File: config.mk
export PLATFORM = sky130hd
export DESIGN_NAME = snake_body_engine_flat
export DESIGN_NICKNAME = d
export VERILOG_FILES = /design/src/rtl/snake_body_if.sv /design/src/rtl/snake_body_engine.sv /design/src/flat_wrapper.sv
export SDC_FILE = /design/constraint.sdc
export NUM_CORES = 1
export LEC_CHECK = 0
export CAP_MARGIN = 10
export CORE_ASPECT_RATIO = 0.75
export CORE_MARGIN = 2
export CORE_UTILIZATION = 30
export CTS_CLUSTER_SIZE = 8
export DETAILED_ROUTE_END_ITERATION = 8
export PLACE_DENSITY = 0.4
export SYNTH_ARGS = -nofsm -noshare
export SYNTH_HDL_FRONTEND = slang
export SYNTH_SLANG_ARGS = --single-unit
File: constraint.sdc
create_clock -name clk -period 5.1 [get_ports clk]
set_input_delay 0.765 -clock clk [delete_from_list [all_inputs] [get_ports clk]]
set_output_delay 0.765 -clock clk [all_outputs]
set_load 0.005 [all_outputs]
File: src/rtl/snake_body_if.sv
// snake_body_if: step/draw handshake between direction control, body engine and plotter
interface snake_body_if #(parameter int X_W = 8, parameter int Y_W = 7);
  logic step;
  logic [1:0] dir;
  logic grow;
  logic plot;
  logic [X_W-1:0] out_x;
  logic [Y_W-1:0] out_y;
  logic [2:0] colour;
  logic busy;
  logic [4:0] length;
  logic game_over;
  modport master (output step, dir, grow, input plot, out_x, out_y, colour, busy, length, game_over);
  modport slave (input step, dir, grow, output plot, out_x, out_y, colour, busy, length, game_over);
endinterface

File: src/rtl/snake_body_engine.sv
// snake_body_engine: snake segment store with per-step erase/move/draw sequencing and collision detection
module snake_body_engine #(
  parameter int X_W = 8,
  parameter int Y_W = 7,
  parameter int MAX_LEN = 16,
  parameter int INIT_LEN = 3,
  parameter int START_X = 80,
  parameter int START_Y = 60,
  parameter int SCR_W = 160,
  parameter int SCR_H = 120,
  parameter int WRAP = 1,
  parameter logic [2:0] HEAD_COL = 3'b010
) (
  input logic clk,
  input logic resetn,
  snake_body_if.slave bus
);
  localparam int IW = $clog2(MAX_LEN);
  localparam logic [2:0] IDLE = 3'd0, ERASE = 3'd1, MOVE = 3'd2, DRAW = 3'd3, CHECK = 3'd4, DEAD = 3'd5;
  logic [2:0] state;
  logic [X_W-1:0] seg_x [MAX_LEN];
  logic [Y_W-1:0] seg_y [MAX_LEN];
  logic [4:0] len;
  logic [1:0] heading;
  logic grow_pend, grow_act, wall, hit, nwall, grow_eff;
  logic [X_W-1:0] nx;
  logic [Y_W-1:0] ny;
  logic [IW-1:0] tail;
  assign grow_eff = grow_pend | bus.grow;
  assign tail = IW'(len - 5'd1);
  assign bus.busy = (state != IDLE) && (state != DEAD);
  assign bus.length = len;
  // next head tile for the latched heading, and whether it leaves the field
  always_comb begin
    nx = heading == 2'd0 ? (seg_x[0] == X_W'(SCR_W - 1) ? '0 : seg_x[0] + 1'b1) :
         heading == 2'd2 ? (seg_x[0] == '0 ? X_W'(SCR_W - 1) : seg_x[0] - 1'b1) : seg_x[0];
    ny = heading == 2'd1 ? (seg_y[0] == Y_W'(SCR_H - 1) ? '0 : seg_y[0] + 1'b1) :
         heading == 2'd3 ? (seg_y[0] == '0 ? Y_W'(SCR_H - 1) : seg_y[0] - 1'b1) : seg_y[0];
    nwall = (WRAP == 0) && ((heading == 2'd0 && seg_x[0] == X_W'(SCR_W - 1)) ||
                            (heading == 2'd2 && seg_x[0] == '0) ||
                            (heading == 2'd1 && seg_y[0] == Y_W'(SCR_H - 1)) ||
                            (heading == 2'd3 && seg_y[0] == '0));
  end
  // head against every live body segment behind it
  always_comb begin
    hit = 1'b0;
    for (int i = 1; i < MAX_LEN; i++)
      hit = hit | (i < int'(len) && seg_x[i] == seg_x[0] && seg_y[i] == seg_y[0]);
  end
  // step sequencer: erase tail, shift body, draw head, check collision
  always_ff @(posedge clk or negedge resetn) begin
    if (!resetn) begin
      state <= IDLE;
      for (int i = 0; i < MAX_LEN; i++) begin
        seg_x[i] <= i < INIT_LEN ? X_W'(START_X - i) : '0;
        seg_y[i] <= i < INIT_LEN ? Y_W'(START_Y) : '0;
      end
      len <= 5'(INIT_LEN);
      heading <= 2'd0;
      grow_pend <= 1'b0;
      grow_act <= 1'b0;
      wall <= 1'b0;
      bus.plot <= 1'b0;
      bus.out_x <= '0;
      bus.out_y <= '0;
      bus.colour <= 3'b000;
      bus.game_over <= 1'b0;
    end else begin
      bus.plot <= 1'b0;
      if (state != DEAD) grow_pend <= grow_pend | bus.grow;
      case (state)
        IDLE: if (bus.step && !bus.game_over) begin
          state <= ERASE;
          heading <= (bus.dir ^ heading) == 2'd2 ? heading : bus.dir;
          grow_act <= grow_eff;
          grow_pend <= 1'b0;
          bus.plot <= !grow_eff || len == 5'(MAX_LEN);
          bus.out_x <= seg_x[tail];
          bus.out_y <= seg_y[tail];
          bus.colour <= 3'b000;
        end
        ERASE: state <= MOVE;
        MOVE: begin
          state <= DRAW;
          wall <= nwall;
          if (!nwall) begin
            for (int i = MAX_LEN - 1; i > 0; i--) begin
              seg_x[i] <= seg_x[i-1];
              seg_y[i] <= seg_y[i-1];
            end
            seg_x[0] <= nx;
            seg_y[0] <= ny;
            if (grow_act && len < 5'(MAX_LEN)) len <= len + 5'd1;
            bus.plot <= 1'b1;
            bus.out_x <= nx;
            bus.out_y <= ny;
            bus.colour <= HEAD_COL;
          end
        end
        DRAW: state <= CHECK;
        CHECK: begin
          state <= (hit || wall) ? DEAD : IDLE;
          bus.game_over <= hit || wall;
        end
        default: state <= DEAD;
      endcase
    end
  end
endmodule

File: src/flat_wrapper.sv
// flat-port wrapper written by rule: the top's interface ports become plain ports
module snake_body_engine_flat 
#(
  parameter int X_W = 8,
  parameter int Y_W = 7,
  parameter int MAX_LEN = 16,
  parameter int INIT_LEN = 3,
  parameter int START_X = 80,
  parameter int START_Y = 60,
  parameter int SCR_W = 160,
  parameter int SCR_H = 120,
  parameter int WRAP = 1,
  parameter logic [2:0] HEAD_COL = 3'b010
)
  (clk, resetn, bus_step, bus_dir, bus_grow, bus_plot, bus_out_x, bus_out_y, bus_colour, bus_busy, bus_length, bus_game_over);
  snake_body_if #(.X_W(X_W), .Y_W(Y_W)) bus_i ();
  input logic clk;
  input logic resetn;
  input wire logic [$bits(bus_i.step)-1:0] bus_step;
  input wire logic [$bits(bus_i.dir)-1:0] bus_dir;
  input wire logic [$bits(bus_i.grow)-1:0] bus_grow;
  output wire logic [$bits(bus_i.plot)-1:0] bus_plot;
  output wire logic [$bits(bus_i.out_x)-1:0] bus_out_x;
  output wire logic [$bits(bus_i.out_y)-1:0] bus_out_y;
  output wire logic [$bits(bus_i.colour)-1:0] bus_colour;
  output wire logic [$bits(bus_i.busy)-1:0] bus_busy;
  output wire logic [$bits(bus_i.length)-1:0] bus_length;
  output wire logic [$bits(bus_i.game_over)-1:0] bus_game_over;
  assign bus_i.step = bus_step;
  assign bus_i.dir = bus_dir;
  assign bus_i.grow = bus_grow;
  assign bus_plot = bus_i.plot;
  assign bus_out_x = bus_i.out_x;
  assign bus_out_y = bus_i.out_y;
  assign bus_colour = bus_i.colour;
  assign bus_busy = bus_i.busy;
  assign bus_length = bus_i.length;
  assign bus_game_over = bus_i.game_over;
  snake_body_engine #(.X_W(X_W), .Y_W(Y_W), .MAX_LEN(MAX_LEN), .INIT_LEN(INIT_LEN), .START_X(START_X), .START_Y(START_Y), .SCR_W(SCR_W), .SCR_H(SCR_H), .WRAP(WRAP), .HEAD_COL(HEAD_COL)) u_core (.clk(clk), .resetn(resetn), .bus(bus_i));
endmodule
==> flow_summary_export.csv, run 1 <==
group,metric,value,unit
timing,post-route-period-util,67.57,%
worst_setup_path,cp.arrival,3.88,ns
global_routing,grt_pass1_vias,11430,
floorplanning,num_io_pins,32,
worst_setup_path,crit-reg2reg-capture,"u_core.bus.out_x[5]",
routing,drc,0,
clocking,cts-hold-fix-buffers,0,
worst_setup_path,r2r_slack,1.65,ns
clocking,cts.sinks,270,
routing,antenna_left,0,
cells_and_area,stdcell_area,17520,µm²
yosys,synth.distinct_cells,58,
yosys,ys_seq_area_share,43.78,%
yosys,synthesis.area,15500,µm²
timing,tns,0,ns
placement,routabilityCongestion,0.8944,
placement,hpwl,39.79,mm
run_status,status,"finished clean",
timing,rsz0062_at_grt,"false",
global_routing,antenna_found_initial,2,
clocking,clock_path_buffers,3,
placement,placedInstanceArea,16360,µm²
clocking,cts-root-buf,"clkbuf_16",
worst_setup_path,reg2reg_depth,6,
timing,hold_violations,0,
floorplanning,start_util,30.19,%
timing,relSlewSlack,26.03,%
routing,viasPerCell,5.112,
cells_and_area,fin_cells,2362,
worst_setup_path,reg2reg_from,"u_core.bus.length[0]",
cells_and_area,drive_gt1_share,10.91,%
power,p_leak,8.059,nW
floorplanning,dieHeight,200.9,µm
global_routing,grt_use_total,21.08,%
clocking,worstSkewPairLatency,0.56,ns
timing,setup_viol,0,
routing,postRouteWirelength,55.99,mm
timing,timing.final.crit_period,3.446,ns
cells_and_area,syn2layout_area_growth,13.00,%
clocking,cts-htree-levels,2,
yosys,syn_inst,1697,
timing,tightest_slew,1.104,ns
floorplanning,rows,72,
clocking,cts_tree,"built",
yosys,ys_ff_latch,270,
cells_and_area,nets,1681,
clocking,clkTransAtPathRegs,0.06,ns
placement,dp.cells,2291,
global_routing,overflow,0,
placement,pre_cts_ws,1.652,ns
clocking,cts_buffers,40,
worst_setup_path,cp.required,5.54,ns
timing,drv_slew,0,
hold_path,hold_class,"in2async",
routing,avgRoutedWirePerCell,23.70,µm
timing,layout_setup_ws,1.654,ns
floorplanning,die_w,266.5,µm
yosys,async_flop_share,100.0,%
job,drv_cap,0,
placement,port_buffers,29,
cells_and_area,post-route-util,34.12,%
clocking,cts.repair.resized,0,
worst_setup_path,endpoint_kind,"register",
floorplanning,core,51350,µm²
routing,drt-pass1-iter-count,5,
timing,finClkSkew,0.02073,ns
yosys,synth_edf_count,0,
power,powerDensity,733.6,nW/µm²
timing,max_freq,290.2,MHz
yosys,ys.flop_type,"dfrtp_1",
worst_setup_path,critPathKind,"reg2reg",
cells_and_area,fill_cells,5277,
routing,drtIter0Drc,1232,
clocking,post-cts-setup-buffers,0,
global_routing,grt_max_degree,185,
cells_and_area,antenna-diode-count,0,
global_routing,grt_pass1_wl,82.66,mm
floorplanning,die_area,53540,µm²
worst_setup_path,crit_fanout,31,
power,ir_drop,0.3587,mV
routing,dr_total_vias,12070,
yosys,avgSynthCellArea,9.137,µm²
yosys,synth_warnings,0,
worst_setup_path,startpoint_type,"register",
[area by class of cell]
| type | instances | area [µm²] | share of cell area (%) |
|---|---|---|---|
| Tap cell | 666 | 833.3 | 4.756 |
| Clock buffer | 68 | 1137 | 6.491 |
| Inverter | 13 | 48.80 | 0.2785 |
| Timing Repair Buffer | 52 | 505.5 | 2.885 |
| Sequential cell | 270 | 6792 | 38.76 |
| Clock inverter | 3 | 26.28 | 0.1500 |
| Multi-Input combinational cell | 1290 | 8178 | 46.68 |
[metal layers]
metal  part of all wire, %  global-route usage [%]  vias to the layer above
li1                      -                       -                     5551
met1                    51                   34.81                     6071
met4                   1.7                   4.815                        2
met5                 0.023                       0                        -
met2                    39                   27.31                      396
met3                   7.5                   4.220                       54
[stage by stage]
stage,hold slack [ns],power [W]
6_report,0.1880,0.01285
5_1_grt,0.2266,0.01363
4_1_cts,0.2028,0.01293
3_5_place_dp,0.4819,0.01034
3_3_place_gp,0.4769,0.01027
2_1_floorplan,0.4537,0.007972
[flip-flops by register name (all words and copies together) (netlist names)]
name	flops
u_core.heading	2
u_core.bus.colour	1
u_core.seg_y	112
u_core.seg_x	128
u_core.bus.game_over	1
u_core.grow_act	1
u_core.state	3
u_core.bus.length	5
u_core.bus.out_y	7
u_core.grow_pend	1
u_core.bus.plot	1
u_core.bus.out_x	8
[cell families (layout without fill, tap and decap cells)]
group | count (synthesis) | in the layout | share of synthesized area, %
simple gates | 860 | 860 | 22.93
fa+ha+maj | 8 | 8 | 0.6456
compound gates | 90 | 90 | 3.631
buf+inv | 138 | 136 | 3.793
flops | 270 | 270 | 43.78
other cells | 1 | 2 | 0.02419
mux | 89 | 89 | 11.53
xor+xnor | 241 | 241 | 13.66
[power breakdown]
part | internal [W] | total [W] | switching, W
Combinational | 0.00247 | 0.00576 | 0.00329
Sequential | 0.00297 | 0.00457 | 0.00160
Clock | 0.00151 | 0.00252 | 0.00102
Total | 0.00694 | 0.0129 | 0.00591
[placed cells by master (no fill, tap or decap), types with 3 or more instances in the layout]
cell,Yosys,final
mux4_2,71,71
o211ai_1,4,4
mux2i_1,11,11
nand3_1,18,18
nand2_1,702,701
o21ai_0,29,29
dfrtp_1,245,245
nor2b_1,6,6
a31oi_1,7,7
nor3_1,5,5
buf_4,4,20
nor4_1,34,34
inv_1,13,13
nand4_1,41,41
xnor2_1,158,157
xor2_1,82,82
a21oi_1,23,23
nor2_1,29,29
and3_1,4,4
clkbuf_1,68,26
mux2_2,7,7
dfstp_2,25,24
a211oi_1,7,7
or3_1,3,3
buf_12,0,3
ha_1,8,7
and2_1,4,3
clkdlybuf4s50_1,0,28
clkbuf_16,0,41
[worst max-delay path by stage]
stage               slack (ns)             endpoint                 start  cells after the start
floorplan                 1.67  u_core.bus.out_x[0]  u_core.bus.length[0]                     12
global placement          1.74  u_core.bus.out_x[5]  u_core.bus.length[0]                      7
detailed placement        1.65  u_core.bus.out_x[1]  u_core.bus.length[0]                      6
CTS                       1.65  u_core.bus.out_x[1]  u_core.bus.length[0]                      6
global route              1.40  u_core.bus.out_x[1]  u_core.bus.length[0]                      6
finish                    1.65  u_core.bus.out_x[5]  u_core.bus.length[0]                      6
[cells in the mapped netlist (3+ instances only)]
library cell / count / area, µm²
ha_1: 8 / 100.1
buf_4: 4 / 30.03
mux2_2: 7 / 78.83
nor3_1: 5 / 25.02
and3_1: 4 / 25.02
dfstp_2: 25 / 656.9
clkbuf_1: 68 / 255.2
xnor2_1: 158 / 1384
buf_2: 38 / 190.2
and2_1: 4 / 25.02
a211oi_1: 7 / 52.55
nand3_1: 18 / 90.09
o21ai_0: 29 / 145.1
inv_1: 13 / 48.80
or3_1: 3 / 18.77
nand4_1: 41 / 256.5
buf_1: 14 / 52.55
a31oi_1: 7 / 43.79
xor2_1: 82 / 718.2
dfrtp_1: 245 / 6131
o211ai_1: 4 / 30.03
a21oi_1: 23 / 115.1
mux2i_1: 11 / 110.1
mux4_2: 71 / 1599
nor4_1: 34 / 212.7
nor2b_1: 6 / 37.54
nand2_1: 702 / 2635
nor2_1: 29 / 108.9
[critical path, stage by stage, from the launching register on]
cell and delay (ns):
dfstp_4 0.76, buf_4 0.56, buf_4 0.57, mux4_2 0.56, mux2i_1 0.36, a21oi_1 0.13, a221o_1 0.33
Note: power is estimated with default switching activity, not from simulation.
==> inputs of run 2 (changes only) <==
clock period = 3.3 ns   (was 5.1 ns; I/O delays follow)
==> flow_summary_export.csv, run 2 (same netlist as run 1, synthesis figures left out) <==
group,metric,value,unit
run_status,status,"finished clean",
worst_setup_path,cp.arrival,3.26,ns
cells_and_area,top_regs,"u_core.seg_x (128), u_core.seg_y (112), u_core.bus.out_x (8)",
worst_setup_path,reg2reg_from,"u_core.bus.length[0]",
power,powerDensity,1137,nW/µm²
routing,drc,0,
job,drv_cap,0,
global_routing,grt_pass1_wl,84.77,mm
placement,hpwl,42.26,mm
worst_setup_path,crit_fanout,23,
global_routing,grt_max_degree,103,
cells_and_area,syn2layout_area_growth,14.86,%
floorplanning,rows,72,
global_routing,overflow,0,
cells_and_area,layout_commonest_cell,"nand2_1",
routing,avgRoutedWirePerCell,23.95,µm
worst_setup_path,startpoint_type,"register",
clocking,clock_path_buffers,3,
cells_and_area,fin_cells,2393,
placement,placedInstanceArea,16670,µm²
floorplanning,die_area,53540,µm²
cells_and_area,layout_common_cells,"701 x nand2_1, 245 x dfrtp_1, 157 x xnor2_1",
timing,drv_slew,0,
placement,routabilityCongestion,0.9007,
timing,finClkSkew,0.02595,ns
routing,antenna_left,0,
worst_setup_path,critPathKind,"reg2reg",
cells_and_area,nets,1716,
clocking,cts-htree-levels,2,
timing,tns,0,ns
floorplanning,num_io_pins,32,
clocking,cts-root-buf,"clkbuf_16",
worst_setup_path,endpoint_kind,"register",
cells_and_area,antenna-diode-count,0,
cells_and_area,largest_reg_flops,128,
cells_and_area,stdcell_area,17810,µm²
global_routing,grt_use_total,21.74,%
power,p_leak,8.236,nW
floorplanning,core,51350,µm²
clocking,cts_buffers,39,
worst_setup_path,r2r_slack,0.46,ns
clocking,clkTransAtPathRegs,0.06,ns
routing,dr_total_vias,12250,
placement,dp.cells,2326,
timing,timing.final.crit_period,2.842,ns
cells_and_area,post-route-util,34.68,%
timing,max_freq,351.9,MHz
cells_and_area,fill_cells,5272,
routing,drtIter0Drc,1361,
floorplanning,dieHeight,200.9,µm
clocking,post-cts-setup-buffers,0,
timing,hold_violations,0,
global_routing,antenna_found_initial,2,
routing,drt-pass1-iter-count,5,
clocking,cts.sinks,270,
worst_setup_path,cp.required,3.72,ns
power,ir_drop,0.3997,mV
global_routing,grt_pass1_vias,11860,
floorplanning,start_util,30.19,%
placement,port_buffers,29,
hold_path,hp-start,"u_core.seg_y[100]",
power,total_power,0.02024,W
floorplanning,die_w,266.5,µm
clocking,worstSkewPairLatency,0.56,ns
cells_and_area,regMostFlops,"u_core.seg_x",
timing,setup_viol,0,
timing,post-route-period-util,86.12,%
cells_and_area,drive_gt1_share,12.57,%
routing,postRouteWirelength,57.32,mm
clocking,cts_tree,"built",
worst_setup_path,crit_start,"u_core.bus.length[0]",
timing,rsz0062_at_grt,"false",
clocking,cts.repair.resized,0,
timing,relSlewSlack,40.41,%
timing,tightest_slew,0.8906,ns
hold_path,hold_class,"reg2reg",
routing,viasPerCell,5.119,
==> run 2: metal layers <==
layer  global-route usage, %  routed length (µm)  vias to the layer above
met5                       0                   0                        -
met4                   6.461                1507                        0
met3                   4.502                4097                       75
met2                   28.08               22170                      421
met1                   35.26               29550                     6137
li1                        -                   -                     5616
==> run 2: where the power goes <==
part | internal, W | leakage (nW) | switching, W
combinational | 0.00408 | 4.14 | 0.00533
clock | 0.00230 | 0.541 | 0.00157
sequential | 0.00459 | 3.55 | 0.00237
total | 0.0110 | 8.24 | 0.00928
==> run 2: cell type report <==
cell class	count	area, µm²	area share, %
inverters	13	48.80	0.2740
flip-flops and latches	270	6792	38.13
clock buffers	66	1130	6.344
multi-input cells	1290	8178	45.92
well taps	666	833.3	4.679
repair buffers	88	828.3	4.651
==> run 2: per-stage QoR <==
stage	setup slack [ns]	hold slack, ns
floorplan	0.01810	0.1994
global placement	0.5732	0.4716
detailed placement	0.5059	0.4742
CTS	0.4688	0.4837
global route	0.3747	0.5050
finish	0.4581	0.4830
==> run 2: worst max-delay path: stages (launching register included) <==
cell and delay, ns:
dfstp_4 0.70, inv_1 0.11, ha_4 0.49, buf_12 0.24, mux4_2 0.32, mux4_2 0.46, a211oi_1 0.28, a31oi_1 0.07
==> run 2: worst paths after layout <==
| path | endpoint | cells past startpoint |
|---|---|---|
| max in group asynchronous | u_core.seg_x[113] | 3 |
| hold reg to reg | u_core.seg_y[93] | 2 |
| setup reg to reg | u_core.bus.out_x[2] | 7 |
| setup / recovery | u_core.bus.out_x[2] | 7 |
| min in group asynchronous | u_core.grow_act | 2 |
| hold / removal | u_core.seg_y[93] | 2 |
==> run 2: repair_timing <==
item	CTS	global route
setup endpoints to repair	0	0
endpoints found under the hold margin	54	0
hold buffers	1	0
